## config.mk

```make
export PLATFORM = sky130hd
export DESIGN_NAME = player_mover
export DESIGN_NICKNAME = d
export VERILOG_FILES = /design/src/rtl/player_mover_pkg.sv /design/src/rtl/player_mover_sprite_counter.sv /design/src/rtl/player_mover.sv
export SDC_FILE = /design/constraint.sdc
export NUM_CORES = 1
export LEC_CHECK = 0
export CORE_ASPECT_RATIO = 1.25
export CORE_MARGIN = 2
export CORE_UTILIZATION = 50
export DETAILED_ROUTE_END_ITERATION = 12
export DONT_BUFFER_PORTS = 1
export PLACE_DENSITY_LB_ADDON = 0.08
export SKIP_LAST_GASP = 1
export SYNTH_ARGS = -nofsm -noshare
export SYNTH_HDL_FRONTEND = slang
export SYNTH_SLANG_ARGS = --single-unit
```

## constraint.sdc

```tcl
create_clock -name clock -period 3.4 [get_ports clock]
set_input_delay 0.68 -clock clock [delete_from_list [all_inputs] [get_ports clock]]
set_output_delay 0.68 -clock clock [all_outputs]
set_load 0.02 [all_outputs]
```

## src/rtl/player_mover_pkg.sv

```systemverilog
// Shared constants for the game controller: direction codes, grid geometry,
// colour codes and the player_mover state encoding.
package player_mover_pkg;

  localparam logic [3:0] DIR_UP    = 4'b1000;
  localparam logic [3:0] DIR_DOWN  = 4'b0100;
  localparam logic [3:0] DIR_LEFT  = 4'b0010;
  localparam logic [3:0] DIR_RIGHT = 4'b0001;

  localparam int TILE   = 5;
  localparam int GRID_W = 32;
  localparam int GRID_H = 24;

  localparam logic [2:0] COL_WALL   = 3'b111;
  localparam logic [2:0] COL_TRAP   = 3'b100;
  localparam logic [2:0] COL_GOAL   = 3'b010;
  localparam logic [2:0] COL_EMPTY  = 3'b000;
  localparam logic [2:0] COL_PLAYER = 3'b001;

  typedef enum logic [2:0] {
    ST_IDLE,
    ST_WAIT1,
    ST_WAIT2,
    ST_DECIDE,
    ST_ERASE,
    ST_MOVE,
    ST_DRAW
  } state_e;

  // Only a single pressed key counts as a direction; chords and no-key give 0.
  function automatic logic [3:0] valid_dir(input logic [3:0] keys);
    case (keys)
      DIR_UP, DIR_DOWN, DIR_LEFT, DIR_RIGHT: valid_dir = keys;
      default:                               valid_dir = 4'b0000;
    endcase
  endfunction

endpackage

```

## src/rtl/player_mover_sprite_counter.sv

```systemverilog
// Row-major 5x5 pixel scan (cx fastest) shared by the sprite erase and draw passes.
module sprite_counter
  import player_mover_pkg::*;
#(
  parameter int SPRITE = TILE
) (
  input  logic       clock,
  input  logic       resetn,
  input  logic       start,
  input  logic       clear,
  output logic [2:0] cx,
  output logic [2:0] cy,
  output logic       done
);

  localparam logic [2:0] LAST = 3'(SPRITE - 1);

  logic [2:0] cx_q, cx_d;
  logic [2:0] cy_q, cy_d;

  always_comb begin
    cx_d = cx_q;
    cy_d = cy_q;
    if (clear) begin
      cx_d = '0;
      cy_d = '0;
    end else if (start) begin
      if (cx_q == LAST) begin
        cx_d = '0;
        cy_d = (cy_q == LAST) ? 3'd0 : cy_q + 3'd1;
      end else begin
        cx_d = cx_q + 3'd1;
      end
    end
  end

  always_ff @(posedge clock) begin
    if (!resetn) begin
      cx_q <= '0;
      cy_q <= '0;
    end else begin
      cx_q <= cx_d;
      cy_q <= cy_d;
    end
  end

  assign cx   = cx_q;
  assign cy   = cy_q;
  assign done = start && !clear && (cx_q == LAST) && (cy_q == LAST);

endmodule

```

## src/rtl/player_mover.sv

```systemverilog
// Player movement stage: latches a one-hot key per frame, waits for the
// controller's stop verdict, then erases, moves and redraws the 5x5 sprite.
module player_mover
  import player_mover_pkg::*;
#(
  parameter logic [7:0] START_X    = 8'd75,
  parameter logic [6:0] START_Y    = 7'd100,
  parameter int         SPRITE     = TILE,
  parameter logic [7:0] MAX_X      = 8'(GRID_W * TILE - TILE),
  parameter logic [6:0] MAX_Y      = 7'(GRID_H * TILE - TILE),
  parameter logic [2:0] PLAYER_COL = COL_PLAYER,
  parameter logic [2:0] BG_COL     = COL_EMPTY
) (
  input  logic       clock,
  input  logic       resetn,
  input  logic       respawn,
  input  logic       enable,
  input  logic       frame_tick,
  input  logic [3:0] key_dir,
  input  logic       stop,
  output logic [3:0] direction,
  output logic [7:0] player_x,
  output logic [6:0] player_y,
  output logic [7:0] x_out,
  output logic [6:0] y_out,
  output logic [2:0] colour,
  output logic       plot,
  output logic       busy
);

  state_e     state_q, state_d;
  logic [3:0] dir_q, dir_d;
  logic [7:0] px_q, px_d;
  logic [6:0] py_q, py_d;
  logic       need_draw_q, need_draw_d;

  logic [3:0] direction_q;
  logic [7:0] x_out_q;
  logic [6:0] y_out_q;
  logic [2:0] colour_q;
  logic       plot_q;
  logic       busy_q;

  logic [2:0] cx, cy;
  logic       scan_done;
  logic       scanning;
  logic       blocked;

  assign scanning = (state_q == ST_ERASE) || (state_q == ST_DRAW);

  sprite_counter #(.SPRITE(SPRITE)) u_scan (
    .clock  (clock),
    .resetn (resetn),
    .start  (scanning),
    .clear  (respawn || !scanning),
    .cx     (cx),
    .cy     (cy),
    .done   (scan_done)
  );

  // A step that would leave the playfield is refused before anything is erased.
  always_comb begin
    blocked = 1'b1;
    case (dir_q)
      DIR_UP:    blocked = (py_q == 7'd0);
      DIR_DOWN:  blocked = (py_q >= MAX_Y);
      DIR_LEFT:  blocked = (px_q == 8'd0);
      DIR_RIGHT: blocked = (px_q >= MAX_X);
      default:   blocked = 1'b1;
    endcase
  end

  always_comb begin
    state_d     = state_q;
    dir_d       = dir_q;
    px_d        = px_q;
    py_d        = py_q;
    need_draw_d = need_draw_q;
    case (state_q)
      ST_IDLE: begin
        if (enable && need_draw_q) begin
          state_d = ST_DRAW;
        end else if (enable && frame_tick) begin
          dir_d   = valid_dir(key_dir);
          state_d = ST_WAIT1;
        end
      end
      ST_WAIT1:  state_d = ST_WAIT2;
      ST_WAIT2:  state_d = ST_DECIDE;
      ST_DECIDE: state_d = (stop || blocked) ? ST_IDLE : ST_ERASE;
      ST_ERASE:  if (scan_done) state_d = ST_MOVE;
      ST_MOVE: begin
        case (dir_q)
          DIR_UP:    py_d = py_q - 7'd1;
          DIR_DOWN:  py_d = py_q + 7'd1;
          DIR_LEFT:  px_d = px_q - 8'd1;
          DIR_RIGHT: px_d = px_q + 8'd1;
          default:   ;
        endcase
        state_d = ST_DRAW;
      end
      ST_DRAW: begin
        if (scan_done) begin
          need_draw_d = 1'b0;
          state_d     = ST_IDLE;
        end
      end
      default: state_d = ST_IDLE;
    endcase
  end

  // Outputs are registered from the current state, so each lags the state by one clock.
  always_ff @(posedge clock) begin
    if (!resetn || respawn) begin
      state_q     <= ST_IDLE;
      dir_q       <= '0;
      px_q        <= START_X;
      py_q        <= START_Y;
      need_draw_q <= 1'b1;
      direction_q <= '0;
      x_out_q     <= '0;
      y_out_q     <= '0;
      colour_q    <= '0;
      plot_q      <= 1'b0;
      busy_q      <= 1'b0;
    end else begin
      state_q     <= state_d;
      dir_q       <= dir_d;
      px_q        <= px_d;
      py_q        <= py_d;
      need_draw_q <= need_draw_d;
      direction_q <= (state_q == ST_IDLE || state_q == ST_DRAW) ? 4'b0000 : dir_q;
      plot_q      <= scanning;
      busy_q      <= (state_q != ST_IDLE);
      if (scanning) begin
        x_out_q  <= px_q + {5'd0, cx};
        y_out_q  <= py_q + {4'd0, cy};
        colour_q <= (state_q == ST_ERASE) ? BG_COL : PLAYER_COL;
      end
    end
  end

  assign direction = direction_q;
  assign player_x  = px_q;
  assign player_y  = py_q;
  assign x_out     = x_out_q;
  assign y_out     = y_out_q;
  assign colour    = colour_q;
  assign plot      = plot_q;
  assign busy      = busy_q;

endmodule

```

==> summary.md <==
| Metric | Value |
|---|---|
| Status | `finished clean` |
| Mean routed wirelength per cell | `15.6 um` |
| CTS Sinks | `51` |
| DR iter-0 viols | `132` |
| Max-cap viol count | `0` |
| CP endpoint kind | `flop` |
| Final Hold Fails | `0` |
| Most frequent cells in the layout | `dfxtp_1 (51), nand2_1 (36), nor2_1 (35), a21oi_1 (31), ha_1 (21)` |
| Asr flop ratio synth | `0` |
| Maximum VDD drop | `0.146 mV` |
| Number of cells after detailed placement | `404` |
| # rows | `31` |
| Number of library cell types mapped by synthesis | `54` |
| Final Cycle Share | `0.857` |
| FF+latch count, synth | `51` |
| Htree depth | `2` |
| Residual DRC | `0` |
| Main flop type after synthesis | `dfxtp_1` |
| Buffers added on ports | `0` |
| Synthesized area | `2930 um^2` |
| PwrDens | `346 nW/um^2` |
| GPL Wtd Cong | `0.869` |
| Num CTS Buffers | `5` |
| Nets@finish | `380` |
| Crit path time final | `2.91 ns` |
| Synth warnings | `0` |
| Worst setup SP type | `flop` |
| Worst rel slew slack | `0.394` |
| Fin. max-slew vios | `0` |
| Met1 GRT Util | `0.260` |
| Clock buffer depth | `2` |
| First-pass GRT wire length | `10700 um` |
| Vias | `2412` |
| Final setup viols | `0` |
| Least-Margin Pin Slew | `0.909 ns` |
| Area Overhead vs Synth | `4.18%` |
| Global route overflow | `0` |
| Gate Count Post-Synth | `352` |
| CP required | `3.60 ns` |
| Core Util, Final | `0.532` |
| HP Class | `flop to flop` |
| Post-synth EDFFs | `0` |
| Worst-path clk slew | `0.10 ns` |
| Share of cells above drive strength 1 | `0.0578` |
| Largest net degree at the start of global routing | `23` |
| Overall die width | `72.5 um` |
| Post-CTS Setup Inserts | `0` |
| Sequential area share after synthesis | `0.348` |
| Avg Cell Area, Syn | `8.32 um^2` |
| GRT busiest layer | `met2` |
| Leak | `0.00111 uW` |
| Initial Util | `0.510` |
| Crit Path Class | `flop to flop` |
| First drt pass iteration count | `4` |
| Worst EP arrival | `3.11 ns` |
| Root Buffer Master | `clkbuf_8` |
| Post-cts resize count | `0` |
| DRT antenna net count | `0` |
| Initial antenna violation count | `0` |
| Avg Vias per Cell | `5.85` |
| Final hold slack | `0.510 ns` |
| Fill cell count | `552` |
| GRT Overall Usage | `0.209` |
| Die area | `6490 um^2` |
| CTS tree | `done` |
| Die height | `89.6 um` |
| Crit Path Max Fanout | `9` |
| Power, Total | `1060 uW` |
| Diodes inserted | `0` |
| Met3 usage | `0.0469` |
| Core Area | `5740 um^2` |
| Global Route met2 Usage | `0.364` |
| Clk_lat worst skew | `0.31 ns` |
| Commonest non-fill, non-tap cell in the layout | `dfxtp_1` |
| Vias in the first global route | `2263` |
| WL final | `6430 um` |
| HPWL after DPL | `4770 um` |
| TNS Setup | `0 ns` |
| Non-filler instance count after layout | `412` |
| Fmax | `343 MHz` |
| IO Pins | `49` |
| Hold buffer count at CTS | `0` |
| Clock Skews | `0.0110 ns` |
| RSZ-0062 raised after global routing | `no` |
==> registers in the layout (all words and copies together), names as in the netlist, 3 cells and up <==
register	count
dir_q	4
y_out	7
u_scan.cx	3
player_x	8
player_y	7
x_out	8
state_q	3
direction	4
u_scan.cy	3
==> final cells by class <==
| type | instances | area, um^2 | share of cell area |
|---|---|---|---|
| clock buffers | 7 | 96.3 | 0.0316 |
| well taps | 66 | 82.6 | 0.0270 |
| multi-input cells | 270 | 1770 | 0.580 |
| clock inverters | 1 | 7.51 | 0.00246 |
| repair buffers | 3 | 22.5 | 0.00738 |
| flip-flops and latches | 51 | 1020 | 0.334 |
| inverters | 14 | 52.6 | 0.0172 |
==> worst paths after layout <==
check / startpoint / end / cells after the start / slack, ns
worst max register to register: dir_q[0] / player_x[6] / 8 / 0.49
worst min register to register: u_scan.cy[1] / u_scan.cy[1] / 2 / 0.51
worst min-delay path: u_scan.cy[1] / u_scan.cy[1] / 2 / 0.51
worst max-delay path: dir_q[0] / player_x[6] / 8 / 0.49
==> through the flow <==
step	setup WS, ns	cell area (um^2)
after floorplan	0.906	2930
after global placement	0.656	2950
after detailed placement	0.554	2950
after CTS	0.550	3050
after global routing	0.236	3050
final	0.487	3050
==> power breakdown <==
part / internal [uW] / switching [uW]
logic: 15.2 / 31.1
clock network: 186 / 207
registers: 604 / 13.6
==> synth_stat cells (2+ instances only) <==
| cell type | number | area share |
|---|---|---|
| o211ai_1 | 3 | 0.0077 |
| nor2b_1 | 4 | 0.0085 |
| nor2_1 | 35 | 0.045 |
| and4_1 | 2 | 0.0060 |
| a211oi_1 | 20 | 0.051 |
| o21ai_1 | 10 | 0.017 |
| xnor2_1 | 9 | 0.027 |
| and2_1 | 5 | 0.011 |
| and3_1 | 3 | 0.0064 |
| o21bai_1 | 4 | 0.010 |
| nand2_1 | 36 | 0.046 |
| clkbuf_1 | 7 | 0.0090 |
| ha_1 | 21 | 0.090 |
| buf_2 | 8 | 0.014 |
| nand4_1 | 2 | 0.0043 |
| inv_1 | 11 | 0.014 |
| a21o_1 | 6 | 0.015 |
| nor3_1 | 8 | 0.014 |
| nor4_1 | 6 | 0.013 |
| inv_2 | 2 | 0.0026 |
| xor2_1 | 10 | 0.030 |
| dfxtp_1 | 51 | 0.35 |
| a21oi_1 | 31 | 0.053 |
| mux2i_1 | 2 | 0.0068 |
| nor4b_1 | 2 | 0.0060 |
| o21ai_0 | 15 | 0.026 |
| nand3_1 | 8 | 0.014 |
| buf_4 | 2 | 0.0051 |
| fa_1 | 4 | 0.027 |
==> critical path: stages (launching register included) <==
cell	delay (ns)
dfxtp_1	0.49
nor4b_1	0.62
inv_1	0.31
fa_1	0.49
a211oi_1	0.35
o21bai_1	0.13
a21oi_1	0.19
xor2_1	0.16
o21ai_1	0.06
==> metal layers <==
layer / wire [um] / up-vias
met5: 0 / -
met4: 64 / 0
met3: 263 / 7
met2: 3110 / 39
met1: 2990 / 1128
li1: - / 1238
==> cell families (layout without fill, tap and decap cells) <==
group,after synthesis,count (layout),share of synthesized area
compound gates,97,97,0.205
xor+xnor,19,19,0.0568
fa+ha+maj,25,25,0.117
buf+inv,32,25,0.0495
flops,51,51,0.348
mux,2,2,0.00683
other cells,1,2,0.00128
simple gates,125,125,0.215
Note: power is estimated with default switching activity, not from simulation.
